$ cat src/rtl/fetch_stage_pkg.sv
// Shared CPU package: reset vector, NOP, fetch FSM encoding,
// IF/ID bundle, ALU-op and branch-type constants.
package fetch_stage_pkg;

  localparam logic [31:0] RESET_PC = 32'h1C00_0000;
  localparam logic [31:0] NOP      = 32'h0340_0000;
  localparam logic [31:0] PC_STEP  = 32'd4;

  typedef enum logic [1:0] {
    IDLE = 2'd0,
    REQ  = 2'd1,
    WAIT = 2'd2,
    KILL = 2'd3
  } fetch_state_e;

  typedef enum logic [3:0] {
    ALU_ADD = 4'd0,
    ALU_SUB = 4'd1,
    ALU_AND = 4'd2,
    ALU_OR  = 4'd3,
    ALU_XOR = 4'd4,
    ALU_SLL = 4'd5,
    ALU_SRL = 4'd6,
    ALU_SRA = 4'd7,
    ALU_SLT = 4'd8,
    ALU_LUI = 4'd9
  } alu_op_e;

  localparam logic [3:0] BR_EQ   = 4'b0000;
  localparam logic [3:0] BR_NE   = 4'b0001;
  localparam logic [3:0] BR_LT   = 4'b0010;
  localparam logic [3:0] BR_GE   = 4'b0011;
  localparam logic [3:0] BR_JMP  = 4'b0100;
  localparam logic [3:0] BR_NONE = 4'b1111;

  typedef struct packed {
    logic        valid;
    logic [31:0] pc;
    logic [31:0] inst;
  } if_id_t;

endpackage

$ cat src/rtl/fetch_stage_if.sv
// Instruction-memory request/response bundle.
// At most one request is outstanding at a time.
interface fetch_stage_if;
  logic        imem_req;
  logic [31:0] imem_addr;
  logic        imem_ready;
  logic        imem_rvalid;
  logic [31:0] imem_rdata;

  modport master (
    output imem_req,
    output imem_addr,
    input  imem_ready,
    input  imem_rvalid,
    input  imem_rdata
  );

  modport slave (
    input  imem_req,
    input  imem_addr,
    output imem_ready,
    output imem_rvalid,
    output imem_rdata
  );
endinterface

$ cat src/rtl/fetch_stage_if_id_reg.sv
// IF/ID pipeline register: redirect/flush bubble,
// then stall hold, then load, else bubble.
module if_id_reg
  import fetch_stage_pkg::*;
(
  input  logic   clk,
  input  logic   rstn,
  input  logic   flush,
  input  logic   br_taken,
  input  logic   stall,
  input  if_id_t din,
  output if_id_t dout
);

  localparam if_id_t BUBBLE = '{
    valid: 1'b0, pc: 32'h0, inst: NOP
  };

  always_ff @(posedge clk or negedge rstn) begin
    if (!rstn) begin
      dout <= BUBBLE;
    end else begin
      priority case (1'b1)
        (flush | br_taken): dout <= BUBBLE;
        stall:              dout <= dout;
        din.valid:          dout <= din;
        default:            dout <= BUBBLE;
      endcase
    end
  end

endmodule

$ cat src/rtl/fetch_stage.sv
// Instruction fetch: single-outstanding imem FSM with
// one-entry hold buffer feeding the IF/ID register.
module fetch_stage (
  input  logic          clk,
  input  logic          rstn,
  fetch_stage_if.master imem,
  input  logic          br_taken,
  input  logic [31:0]   br_target,
  input  logic          stall,
  input  logic          flush,
  output logic          id_valid,
  output logic [31:0]   id_pc,
  output logic [31:0]   id_inst
);
  import fetch_stage_pkg::*;

  fetch_state_e state, state_nx;
  logic [31:0]  pc, pc_nx;
  logic         hbuf_valid, hbuf_valid_nx;
  logic [31:0]  hbuf_inst, hbuf_inst_nx;
  logic [31:0]  hbuf_pc, hbuf_pc_nx;
  if_id_t       fetched;
  if_id_t       id_q;

  always_ff @(posedge clk or negedge rstn) begin
    if (!rstn) begin
      state      <= IDLE;
      pc         <= RESET_PC;
      hbuf_valid <= 1'b0;
      hbuf_inst  <= NOP;
      hbuf_pc    <= RESET_PC;
    end else begin
      state      <= state_nx;
      pc         <= pc_nx;
      hbuf_valid <= hbuf_valid_nx;
      hbuf_inst  <= hbuf_inst_nx;
      hbuf_pc    <= hbuf_pc_nx;
    end
  end

  always_comb begin
    state_nx      = state;
    pc_nx         = pc;
    hbuf_valid_nx = hbuf_valid;
    hbuf_inst_nx  = hbuf_inst;
    hbuf_pc_nx    = hbuf_pc;
    unique case (state)
      IDLE: state_nx = REQ;
      REQ: begin
        if (br_taken) pc_nx = br_target;
        if (imem.imem_ready)
          state_nx = br_taken ? KILL : WAIT;
      end
      WAIT: begin
        if (hbuf_valid) begin
          if (br_taken) begin
            hbuf_valid_nx = 1'b0;
            pc_nx         = br_target;
            state_nx      = REQ;
          end else if (!stall) begin
            hbuf_valid_nx = 1'b0;
            pc_nx         = pc + PC_STEP;
            state_nx      = REQ;
          end
        end else if (imem.imem_rvalid) begin
          if (br_taken) begin
            pc_nx    = br_target;
            state_nx = REQ;
          end else if (stall) begin
            hbuf_valid_nx = 1'b1;
            hbuf_inst_nx  = imem.imem_rdata;
            hbuf_pc_nx    = pc;
          end else begin
            pc_nx    = pc + PC_STEP;
            state_nx = REQ;
          end
        end else if (br_taken) begin
          // response still in flight: drop it in KILL
          pc_nx    = br_target;
          state_nx = KILL;
        end
      end
      KILL: begin
        if (br_taken) pc_nx = br_target;
        if (imem.imem_rvalid) state_nx = REQ;
      end
      default: state_nx = IDLE;
    endcase
  end

  always_comb begin
    imem.imem_req  = (state == REQ);
    imem.imem_addr = pc;
    fetched        = '{valid: 1'b0, pc: pc, inst: NOP};
    if (state == WAIT && !br_taken && !stall) begin
      if (hbuf_valid)
        fetched = '{valid: 1'b1, pc: hbuf_pc,
                    inst: hbuf_inst};
      else if (imem.imem_rvalid)
        fetched = '{valid: 1'b1, pc: pc,
                    inst: imem.imem_rdata};
    end
  end

  if_id_reg u_if_id (
    .clk      (clk),
    .rstn     (rstn),
    .flush    (flush),
    .br_taken (br_taken),
    .stall    (stall),
    .din      (fetched),
    .dout     (id_q)
  );

  assign id_valid = id_q.valid;
  assign id_pc    = id_q.pc;
  assign id_inst  = id_q.inst;

endmodule

$ cat src/flat_wrapper.sv
// flat-port wrapper written by rule: the top's interface ports become plain ports
module fetch_stage_flat import fetch_stage_pkg::*;
  (clk, rstn, br_taken, br_target, stall, flush, id_valid, id_pc, id_inst, imem_imem_req, imem_imem_addr, imem_imem_ready, imem_imem_rvalid, imem_imem_rdata);
  fetch_stage_if imem_i ();
  input  logic clk;
  input  logic rstn;
  input  logic br_taken;
  input  logic [31:0] br_target;
  input  logic stall;
  input  logic flush;
  output logic id_valid;
  output logic [31:0] id_pc;
  output logic [31:0] id_inst;
  output wire logic [$bits(imem_i.imem_req)-1:0] imem_imem_req;
  output wire logic [$bits(imem_i.imem_addr)-1:0] imem_imem_addr;
  input wire logic [$bits(imem_i.imem_ready)-1:0] imem_imem_ready;
  input wire logic [$bits(imem_i.imem_rvalid)-1:0] imem_imem_rvalid;
  input wire logic [$bits(imem_i.imem_rdata)-1:0] imem_imem_rdata;
  assign imem_imem_req = imem_i.imem_req;
  assign imem_imem_addr = imem_i.imem_addr;
  assign imem_i.imem_ready = imem_imem_ready;
  assign imem_i.imem_rvalid = imem_imem_rvalid;
  assign imem_i.imem_rdata = imem_imem_rdata;
  fetch_stage u_core (.clk(clk), .rstn(rstn), .imem(imem_i), .br_taken(br_taken), .br_target(br_target), .stall(stall), .flush(flush), .id_valid(id_valid), .id_pc(id_pc), .id_inst(id_inst));
endmodule
$ cat config.mk
export PLATFORM = sky130hd
export DESIGN_NAME = fetch_stage_flat
export DESIGN_NICKNAME = d
export VERILOG_FILES = /design/src/rtl/fetch_stage_pkg.sv /design/src/rtl/fetch_stage_if.sv /design/src/rtl/fetch_stage_if_id_reg.sv /design/src/rtl/fetch_stage.sv /design/src/flat_wrapper.sv
export SDC_FILE = /design/constraint.sdc
export NUM_CORES = 1
export LEC_CHECK = 0
export CORE_MARGIN = 2
export CORE_UTILIZATION = 54
export CTS_CLUSTER_DIAMETER = 150
export DETAILED_ROUTE_END_ITERATION = 7
export PLACE_DENSITY = 0.83
export SYNTH_ARGS = -nofsm -noshare
export SYNTH_HDL_FRONTEND = slang
export SYNTH_HIERARCHICAL = 1
export SYNTH_SLANG_ARGS = --single-unit
$ cat constraint.sdc
create_clock -name clk -period 3.3 [get_ports clk]
set_clock_uncertainty 0.1 [all_clocks]
set_input_delay 0.66 -clock clk [delete_from_list [all_inputs] [get_ports clk]]
set_output_delay 0.66 -clock clk [all_outputs]
set_load 0.005 [all_outputs]
* Word level (Yosys, flattened, before mapping) *
Cells that the tools add are included.

cells by class
  equality and inequality tests = 7
  mux-type cells = 25
  bitwise operators = 3
  add/subtract/negate cells = 1
  reduce and logical (&&, ||, !) cells = 9

operators with widths
  kind                   number
  $mux 65                6
  $mux 32                5
  $pmux 32 s2            1
  $add 32x3->32 const B  1
  $mux 2                 7
  $pmux 2 s4             1
  $mux 1                 5
  $reduce_and 5->1       1
  $eq 2x2->1 const B     2
  $ne 2x1->1 const B     2
  $ne 4x3->1 const B     1
  $reduce_and 3->1       1
  $eq 2x1->1 const B     1
  $logic_and 1x1->1      2
  $logic_not 1->1        2
  $logic_not 2->1        1
  $ne 2x2->1 const B     1
  $not 1->1              2
  $reduce_bool 2->1      1
  $reduce_or 2->1        1
  $or 1x1->1             1

word-level totals
  word-level logic and storage cells = 53
  register bits = 164
  input port bits = 71

* Logic depth before layout (Yosys ltp) *
Gate-level depths: netlist (run 1).

  depth after elaboration = 7
  depth in mapped cells = 10
  gate-level depth less buffers = 8

* Hierarchy *
Netlist (run 1), hierarchy kept.

modules (own cells, without submodules)
  module       cells each  instances  area an instance (um^2)
  fetch_stage  511         1          5,430.2
  if_id_reg    289         1          3,124.2

* Worst setup path after synthesis (run 1) *
OpenSTA, ideal clock, no wires.

  path type = in2reg
  start point = input br_taken
  end point = register u_core/u_if_id/dout[63] (netlist name)
  path buffers = 2
  stages on the path = 8
  setup slack = 1.078 ns
  data arrival time = 2.004 ns
  required time = 3.081 ns
  library setup time = 0.119 ns
  cells stage by stage = inv_1 nand2_1 nor3b_1 buf_2 buf_2 mux2_2 nand3b_1 a21oi_2

RTL lines
  what                  line                         source
  start, declared       flat_wrapper.sv:7            input logic br_taken;
  end signal, assigned  fetch_stage_if_id_reg.sv:25  stall: dout <= dout;
  end signal, assigned  fetch_stage_if_id_reg.sv:26  din.valid: dout <= din;
  end, declared         fetch_stage_if_id_reg.sv:12  output if_id_t dout

* Worst setup path after layout (run 1) *
  start point = register u_core.state[1]
  end point = output imem_imem_req

between the ends
  longest elaborated chain between the ends = 1

ends and longest elaborated chain
  what                    line                source
  start, declared         fetch_stage.sv:17   fetch_state_e state, state_nx;
  start signal, assigned  fetch_stage.sv:33   state <= state_nx;
  $eq 2x1->1              fetch_stage.sv:92   imem.imem_req = (state == REQ);
  end, declared           flat_wrapper.sv:14  output wire logic [$bits(imem_i.imem_req)-1:0] imem_imem_req;

Every way passes these cells.

==> impl_metrics.tcl, run 1 <==
set metrics [dict create \
    layout_commonest_cell "clkdlybuf4s50_1" \
    routed_via_density 5.883 \
    clock-sinks 164 \
    core_um2 15660 \
    synthAdderAreaFrac_pct 0.7313 \
    report.final.slew_viol_count 0 \
    cp.arrival_ns 1.77 \
    start_kind "flop" \
    yosysSeqAreaShare_pct 48.15 \
    drive_above_1_share_pct 23.12 \
    post-cts-setup-buffers 0 \
    cap_violations 0 \
    finalSetupViolCount 0 \
    gr-usage-all-layers_pct 26.32 \
    hold_viol_final 0 \
    rr_startpoint "u_core/state[1]" \
    drtIter0Drc 510 \
    synthMuxAreaShare_pct 12.40 \
    max-vdd-ir-drop_uv 427.1 \
    timing.final.crit_share_pct 76.74 \
    p_total_mw 7.232 \
    synthFlopType "dfrtp_1" \
    clk_latency_ns 0.42 \
    synth_compound_area_share_pct 16.43 \
    r2r-end "u_core/imem.imem_addr[13]" \
    synth_top_family_by_area "simple AND/OR/NAND/NOR gates" \
    fin_cells 1172 \
    relSlewSlack_pct 37.76 \
    cts_made_buffers 17 \
    port_buffers 168 \
    avgSynthCellArea_um2 10.69 \
    cts.path.max_buffers 2 \
    cts_hold_buf 0 \
    crit_path_max_fanout 5 \
    required_ns 2.54 \
    async_reset_ff_share_pct 100.0 \
    yosys.area_share.simple_pct 17.54 \
    cts.reportedPaths.clkPinSlew_ns 0.06 \
    outcome "complete, no violations" \
    dpl.cell_count 1140 \
    cp-endpoint "imem_imem_req" \
    die_w_um 129.9 \
    route.detailed.drc 0 \
    power.density_nw_per_um2 663.3 \
    fin_ws_ns 0.7677 \
    dr.pass1.iters 5 \
    yosysWarningCount 6 \
    worst-r2r-setup-slack_ns 0.86 \
    antenna_cells 0 \
    grt_max_degree 106 \
    p_leak_nw 4.351 \
    synth-seq-cells 164 \
    fin_setup_tns_ns 0 \
    cts_resized 0 \
    fp.dieH_um 129.9 \
    start_util_pct 54.64 \
    grt_first_pass_wirelength_mm 34.55 \
    rr_worst_depth 7 \
    rsz0062_at_grt "no" \
    wl_per_cell_um 18.66 \
    critPathLaunch "u_core/state[1]" \
    gr-total-overflow 0 \
    wirelength_mm 21.87 \
    num_rows 46 \
    placedInstanceArea_um2 10350 \
    layout_common_cells "166 x clkdlybuf4s50_1, 152 x dfrtp_1, 106 x nand2_1" \
    place_hpwl_mm 14.14 \
    tritoncts "built" \
    synth_nets 876 \
    grt_pass1_vias 6485 \
    gp_congestion 0.8841 \
    dieArea_um2 16860 \
    tightest_slew_ns 0.9336 \
    fin_nets 1019 \
    synth.cell_area_um2 8554 \
    synthXorXnorAreaFrac_pct 0 \
    cts_max_level 4 \
    fin_area_um2 10900 \
    synth_cell_type_count 55 \
    ios 169 \
    max_freq_mhz 394.9 \
    hold_class "in2async" \
    dp_slack_ns 0.4673 \
    path_class "reg2out" \
    synth-edff-count 0 \
    vias 6895 \
    antenna_found_initial 0 \
    area_delta_synth_final_pct 27.45 \
    fin_crit_ns 2.532 \
    netlist_instances 800 \
    cts_root_buf "clkbuf_16" \
    ant_nets 0 \
    end_kind "output port" \
]
[report_power, final]
part	switching [mW]	total (mW)	internal [mW]
Sequential	0.659	3.26	2.60
Combinational	0.923	2.10	1.18
Clock	0.779	1.87	1.09
Total	2.36	7.23	4.87
[cells in the mapped netlist, drive strengths merged, types with 2 or more instances]
cell | count | area (um2)
nand2b | 4 | 25.02
o21ba | 2 | 20.02
or4 | 7 | 52.55
nor2b | 10 | 62.56
nor3 | 5 | 30.03
o21ai | 31 | 155.2
nand4 | 8 | 56.30
or3 | 2 | 12.51
nor4 | 6 | 37.54
o22ai | 7 | 43.79
and3 | 5 | 31.28
dfrtp | 152 | 3804
clkbuf | 21 | 78.83
buf | 43 | 286.5
a22o | 30 | 262.8
o211ai | 5 | 37.54
nor2 | 14 | 52.55
a2bb2oi | 4 | 35.03
a22oi | 15 | 112.6
ha | 5 | 62.56
and2 | 2 | 12.51
nor3b | 5 | 37.54
nand4b | 2 | 17.52
and4 | 3 | 28.78
mux2i | 7 | 70.07
a211o | 2 | 17.52
a21oi | 78 | 611.8
mux2 | 88 | 991.0
o31ai | 2 | 15.01
nand3b | 61 | 457.9
nand3 | 28 | 140.1
a31oi | 4 | 25.02
dfstp | 12 | 315.3
o311ai | 2 | 17.52
nand2 | 107 | 409.1
inv | 11 | 41.29
[layout make-up]
cell class	count	area, um2
inverters	11	41.29
clock inverters	9	78.83
fillers	1230	4752
flip-flops and latches	164	4119
repair buffers	188	1868
clock buffers	23	478.0
well taps	216	270.3
multi-input cells	561	4048
[kinds of logic (layout without fill, tap and decap cells)]
family	Yosys count	in the layout
buffers and inverters	75	231
adder cells (fa/ha/maj)	5	5
AO/OA/AOI/OAI	188	188
flip-flops	164	164
multiplexers	95	95
AND/OR/NAND/NOR	273	273
[state kept, by name, indices dropped and copies added, names as in the netlist]
name	cells
u_core/hbuf_pc	32
u_core/hbuf_inst	32
u_core/u_if_id/dout	65
u_core/imem.imem_addr	32
u_core/state	2
u_core/hbuf_valid	1
[metrics by stage]
stage	utilization [%]	hold slack, ns
6_report	69.65	0.1888
5_1_grt	69.65	0.2447
4_1_cts	69.65	0.2239
3_5_place_dp	66.09	0.3707
3_3_place_gp	66.09	0.3624
2_1_floorplan	-	0.2644
[layer usage]
layer  up-vias  track usage [%]  share of wire (%)
li1       3191                -                  -
met1      3423            35.91                 43
met2       253            43.39                 50
met3        28            4.223                5.2
met4         0            8.476                2.1
met5         -                0                  0
[how the worst min path moves through the flow]
| stage | endpoint | slack, ns | cells after the start |
|---|---|---|---|
| 6_report | u_core/u_if_id/dout[16] | 0.19 | 1 |
| 5_1_grt | u_core/u_if_id/dout[15] | 0.24 | 1 |
| 4_1_cts | u_core/u_if_id/dout[16] | 0.22 | 1 |
| 3_5_place_dp | u_core/hbuf_pc[21] | 0.37 | 2 |
| 3_3_place_gp | u_core/hbuf_pc[21] | 0.36 | 2 |
| 2_1_floorplan | u_core/hbuf_inst[0] | 0.26 | 0 |
[worst max-delay path, stage by stage, from the launching register on]
cell and delay (ns):
dfrtp_1 0.42, inv_1 0.11, ha_1 0.25, clkdlybuf4s50_1 0.57
Power figures use the tool's default switching activity.
==> inputs of run 2 (changes only) <==
Settings changed: CORE_UTILIZATION 54 to 52, PLACE_DENSITY 0.83 to 0.8.
Clock period 3.3 ns to 2.6 ns, I/O delays scaled along.
==> run 2 against run 1 <==
Core utilization grew 0.71 points. Combinational power is 41% higher. Global-route usage shrank 0.23 points. Routed wire length is 3.3% higher. Sequential power increased by 24%. Register-to-register slack lost 0.70 ns. Via count up 1.6%. Flip-flop and latch count did not move. Worst hold slack better by 0.15 ns. Critical endpoint is now u_core/u_if_id/dout[31]. Largest cell class unchanged.
==> impl_metrics.tcl, run 2 (synthesis results as in run 1) <==
set metrics [dict create \
    outcome "complete, no violations" \
    gr-total-overflow 0 \
    antenna_cells 0 \
    largest_reg_flops 65 \
    end_kind "flop" \
    dr.pass1.iters 5 \
    drive_above_1_share_pct 24.46 \
    fin_nets 1036 \
    required_ns 2.85 \
    antenna_found_initial 0 \
    fin_area_um2 11260 \
    relSlewSlack_pct 54.08 \
    clock-sinks 164 \
    hold_viol_final 0 \
    ant_nets 0 \
    hold_class "in2reg" \
    layout_commonest_cell "clkdlybuf4s50_1" \
    holdPathStages 3 \
    rr_worst_depth 9 \
    port_buffers 168 \
    fin_crit_ns 2.441 \
    p_leak_nw 4.519 \
    cp.arrival_ns 2.69 \
    tightest_slew_ns 0.6888 \
    gr-usage-all-layers_pct 26.09 \
    max-vdd-ir-drop_uv 588.2 \
    report.final.slew_viol_count 0 \
    area_delta_synth_final_pct 31.59 \
    finalSetupViolCount 0 \
    routed_via_density 5.892 \
    fin_cells 1189 \
    clk_latency_ns 0.42 \
    cts_resized 0 \
    drtIter0Drc 505 \
    wirelength_mm 22.59 \
    start_kind "flop" \
    fin_setup_tns_ns 0 \
    largest-register "u_core/u_if_id/dout" \
    placedInstanceArea_um2 10570 \
    route.detailed.drc 0 \
    place_hpwl_mm 14.80 \
    cts_max_level 4 \
    fp.dieH_um 132.3 \
    post-cts-setup-buffers 0 \
    rr_startpoint "u_core/state[0]" \
    grt_pass1_vias 6966 \
    start_util_pct 53.46 \
    cts_made_buffers 17 \
    critPathLaunch "u_core/state[0]" \
    hold_ws_ns 0.3352 \
    path_class "reg2reg" \
    wl_per_cell_um 19.00 \
    core_um2 16000 \
    crit_path_max_fanout 23 \
    die_w_um 132.3 \
    dieArea_um2 17490 \
    rsz0062_at_grt "no" \
    cts_root_buf "clkbuf_16" \
    layout_common_cells "166 x clkdlybuf4s50_1, 152 x dfrtp_1, 106 x nand2_1" \
    p_total_mw 9.826 \
    cap_violations 0 \
    worst-r2r-setup-slack_ns 0.16 \
    hp-start "stall" \
    vias 7006 \
    grt_max_degree 79 \
    power.density_nw_per_um2 872.9 \
    cts.path.max_buffers 2 \
    dpl.cell_count 1156 \
    gp_congestion 0.8465 \
    num_rows 46 \
    timing.final.crit_share_pct 93.87 \
    tritoncts "built" \
    max_freq_mhz 409.7 \
    ios 169 \
    grt_first_pass_wirelength_mm 36.43 \
    cts.reportedPaths.clkPinSlew_ns 0.06 \
]
[run 2: changes by cell type in the layout (fill, tap and decap cells not counted), sizes merged]
cell / previous run / this run
dlygate4sd3: 0 / 1
clkbuf: 23 / 25
buf: 22 / 38
clkinv: 6 / 0
bufinv: 1 / 5
[run 2: per-stage QoR]
step / setup slack [ns] / utilization [%]
after detailed placement: 0.09132 / 66.04
after CTS: 0.1844 / 70.36
after floorplan: 0.3968 / -
after global placement: 0.1000 / 66.04
after global routing: 0.03299 / 70.36
final: 0.1595 / 70.36
[run 2: worst max-delay path, stage by stage (launching register included)]
cell and delay, ns:
dfrtp_1 0.41, inv_1 0.11, ha_1 0.36, nand2_1 0.16, nor3b_2 0.33, buf_4 0.26, buf_12 0.19, a22o_1 0.16
nand3b_1 0.10, a21oi_2 0.16
[run 2: routing by layer]
layer	global-route usage, %	vias up	part of all wire [%]
met1	35.78	3421	43
met3	4.460	47	6.5
li1	-	3234	-
met5	0	-	0
met4	11.47	0	3.1
met2	41.03	304	47
[run 2: power breakdown]
part | total, mW | switching [mW] | internal (mW)
Combinational | 2.96 | 1.34 | 1.62
Sequential | 4.03 | 0.725 | 3.30
Clock | 2.84 | 0.982 | 1.86
Total | 9.83 | 3.05 | 6.78
[run 2: cell type report]
| type | instances | area, um2 |
|---|---|---|
| clock buffer | 25 | 515.5 |
| clock inverter | 7 | 165.2 |
| fill | 1244 | 4743 |
| inverter | 11 | 41.29 |
| multi-input combinational | 561 | 4048 |
| sequential | 164 | 4119 |
| tap | 216 | 270.3 |
| timing repair buffer | 205 | 2098 |
[run 2: what timing repair did]
item	4_1_cts	5_1_grt
hold buffers	1	0
hold endpoints to repair	37	0
setup endpoints to repair	0	0
[run 2: worst paths after layout]
check	to
worst max-delay path	u_core/u_if_id/dout[31]
worst min-delay path	u_core/u_if_id/dout[54]
worst max register to register	u_core/u_if_id/dout[31]
worst min register to register	u_core/hbuf_pc[5]
max in group asynchronous	u_core/u_if_id/dout[43]
min in group asynchronous	u_core/imem.imem_addr[22]
==> inputs of run 3 (changes only) <==
Settings changed: PLACE_DENSITY 0.8 to 0.86.
==> run 3 against run 2 <==
Maximum frequency fell by 0.21%. Power fell by 2.7%. Cell count fell by 0.25%. Worst hold slack improved by 0.048 ns. Core utilization fell by 0.85 points. Sequential share of layout area rose by 0.45 points. Flip-flop and latch count did not move. Die area did not move. Register-to-register slack improved by 0.03 ns. Combinational power fell by 2%. Critical path type is now reg2out. Highest routed layer is now met5.
==> impl_metrics.tcl, run 3 (synthesis results as in run 1) <==
set metrics [dict create \
    cts.path.max_buffers 2 \
    cts_made_buffers 17 \
    drtIter0Drc 606 \
    max_freq_mhz 408.9 \
    tritoncts "built" \
    place_hpwl_mm 14.75 \
    timing.final.crit_share_pct 94.06 \
    num_rows 46 \
    ant_nets 0 \
    path_class "reg2out" \
    hold_viol_final 0 \
    dpl.cell_count 1153 \
    outcome "complete, no violations" \
    report.final.slew_viol_count 0 \
    p_leak_nw 4.459 \
    relSlewSlack_pct 22.19 \
    wl_per_cell_um 19.40 \
    fp.dieH_um 132.3 \
    dieArea_um2 17490 \
    gr-usage-all-layers_pct 26.07 \
    layout_common_cells "166 x clkdlybuf4s50_1, 152 x dfrtp_1, 106 x nand2_1" \
    cts_max_level 4 \
    p_total_mw 9.557 \
    power.density_nw_per_um2 859.4 \
    crit_path_max_fanout 5 \
    rsz0062_at_grt "no" \
    grt_pass1_vias 6985 \
    vias 7132 \
    regArea_um2 4119 \
    clock-sinks 164 \
    layout_commonest_cell "clkdlybuf4s50_1" \
    die_w_um 132.3 \
    route.detailed.drc 0 \
    n_fill_cell 1209 \
    gr-total-overflow 0 \
    fin_nets 1033 \
    core_um2 16000 \
    fin_setup_tns_ns 0 \
    cts.reportedPaths.clkPinSlew_ns 0.06 \
    largest_reg_flops 65 \
    max-vdd-ir-drop_uv 583.6 \
    area_delta_synth_final_pct 30.00 \
    multiInputGateArea_um2 4048 \
    end_kind "output port" \
    cap_violations 0 \
    grt_first_pass_wirelength_mm 36.56 \
    wirelength_mm 23.00 \
    antenna_cells 0 \
    clk_latency_ns 0.42 \
    start_kind "flop" \
    tightest_slew_ns 1.167 \
    dr.pass1.iters 7 \
    gp_congestion 0.8279 \
    required_ns 1.98 \
    ios 169 \
    finalSetupViolCount 0 \
    grt_max_degree 63 \
    cp.arrival_ns 1.83 \
    port_buffers 168 \
    fin_crit_ns 2.446 \
    hold_class "reg2reg" \
    start_util_pct 53.46 \
    cts_root_buf "clkbuf_16" \
    fin_cells 1186 \
    worst-r2r-setup-slack_ns 0.19 \
    drive_above_1_share_pct 24.12 \
    largest-register "u_core/u_if_id/dout" \
    routed_via_density 6.013 \
    antenna_found_initial 1 \
]
## run 3: cell types whose count changed in the layout (fill, tap and decap cells not counted), sizes merged
cell / change
buf: -3
bufinv: -2
clkbuf: -2
clkinv: +5
clkinvlp: -1
## run 3: area by class of cell
type                            count  area share, %
Tap cell                          216          2.430
Clock inverter                      9          1.136
Multi-Input combinational cell    561          36.40
Inverter                           11         0.3713
Sequential cell                   164          37.04
Timing Repair Buffer              202          18.33
Clock buffer                       23          4.298
## run 3: what timing repair did
item | CTS | global route
setup buffers | 0 | 0
gates resized for setup | 0 | 0
hold endpoints to repair | 48 | 0
hold buffers | 1 | 0
## run 3: per-layer routing
metal | up-vias | routed length [um] | track usage [%]
li1 | 3219 | - | -
met1 | 3558 | 9579 | 34.15
met2 | 300 | 11350 | 42.80
met3 | 53 | 1485 | 4.806
met4 | 2 | 575 | 11.05
met5 | - | 12 | 0
## run 3: worst paths after layout
| kind | from | endpoint | depth (start not counted) |
|---|---|---|---|
| worst max register to register | u_core/state[0] | u_core/u_if_id/dout[55] | 8 |
| min in group asynchronous | rstn | u_core/imem.imem_addr[18] | 2 |
| worst max-delay path | u_core/state[1] | imem_imem_req | 3 |
| worst min register to register | u_core/hbuf_pc[19] | u_core/hbuf_pc[19] | 2 |
| worst min-delay path | u_core/hbuf_pc[19] | u_core/hbuf_pc[19] | 2 |
| max in group asynchronous | rstn | u_core/hbuf_inst[25] | 3 |
## run 3: worst max-delay path, cell delays in order (launching register included)
cell and delay, ns:
dfrtp_1 0.42, inv_1 0.12, ha_1 0.28, clkdlybuf4s50_1 0.59
## run 3: where the power goes
group	switching (mW)	internal (mW)
clock	0.995	1.58
sequential	0.771	3.30
combinational	1.31	1.60
total	3.07	6.49
## run 3: stage by stage
step | util [%] | hold WS [ns] | area (um2) | setup slack [ns]
3_3_place_gp | 65.66 | 0.3618 | 10510 | 0.1338
6_report | 69.50 | 0.3827 | 11120 | 0.1544
4_1_cts | 69.50 | 0.3846 | 11120 | 0.1804
2_1_floorplan | - | 0.1244 | 8554 | 0.3968
3_5_place_dp | 65.66 | 0.3709 | 10510 | 0.05530
5_1_grt | 69.50 | 0.4003 | 11120 | 0.04788
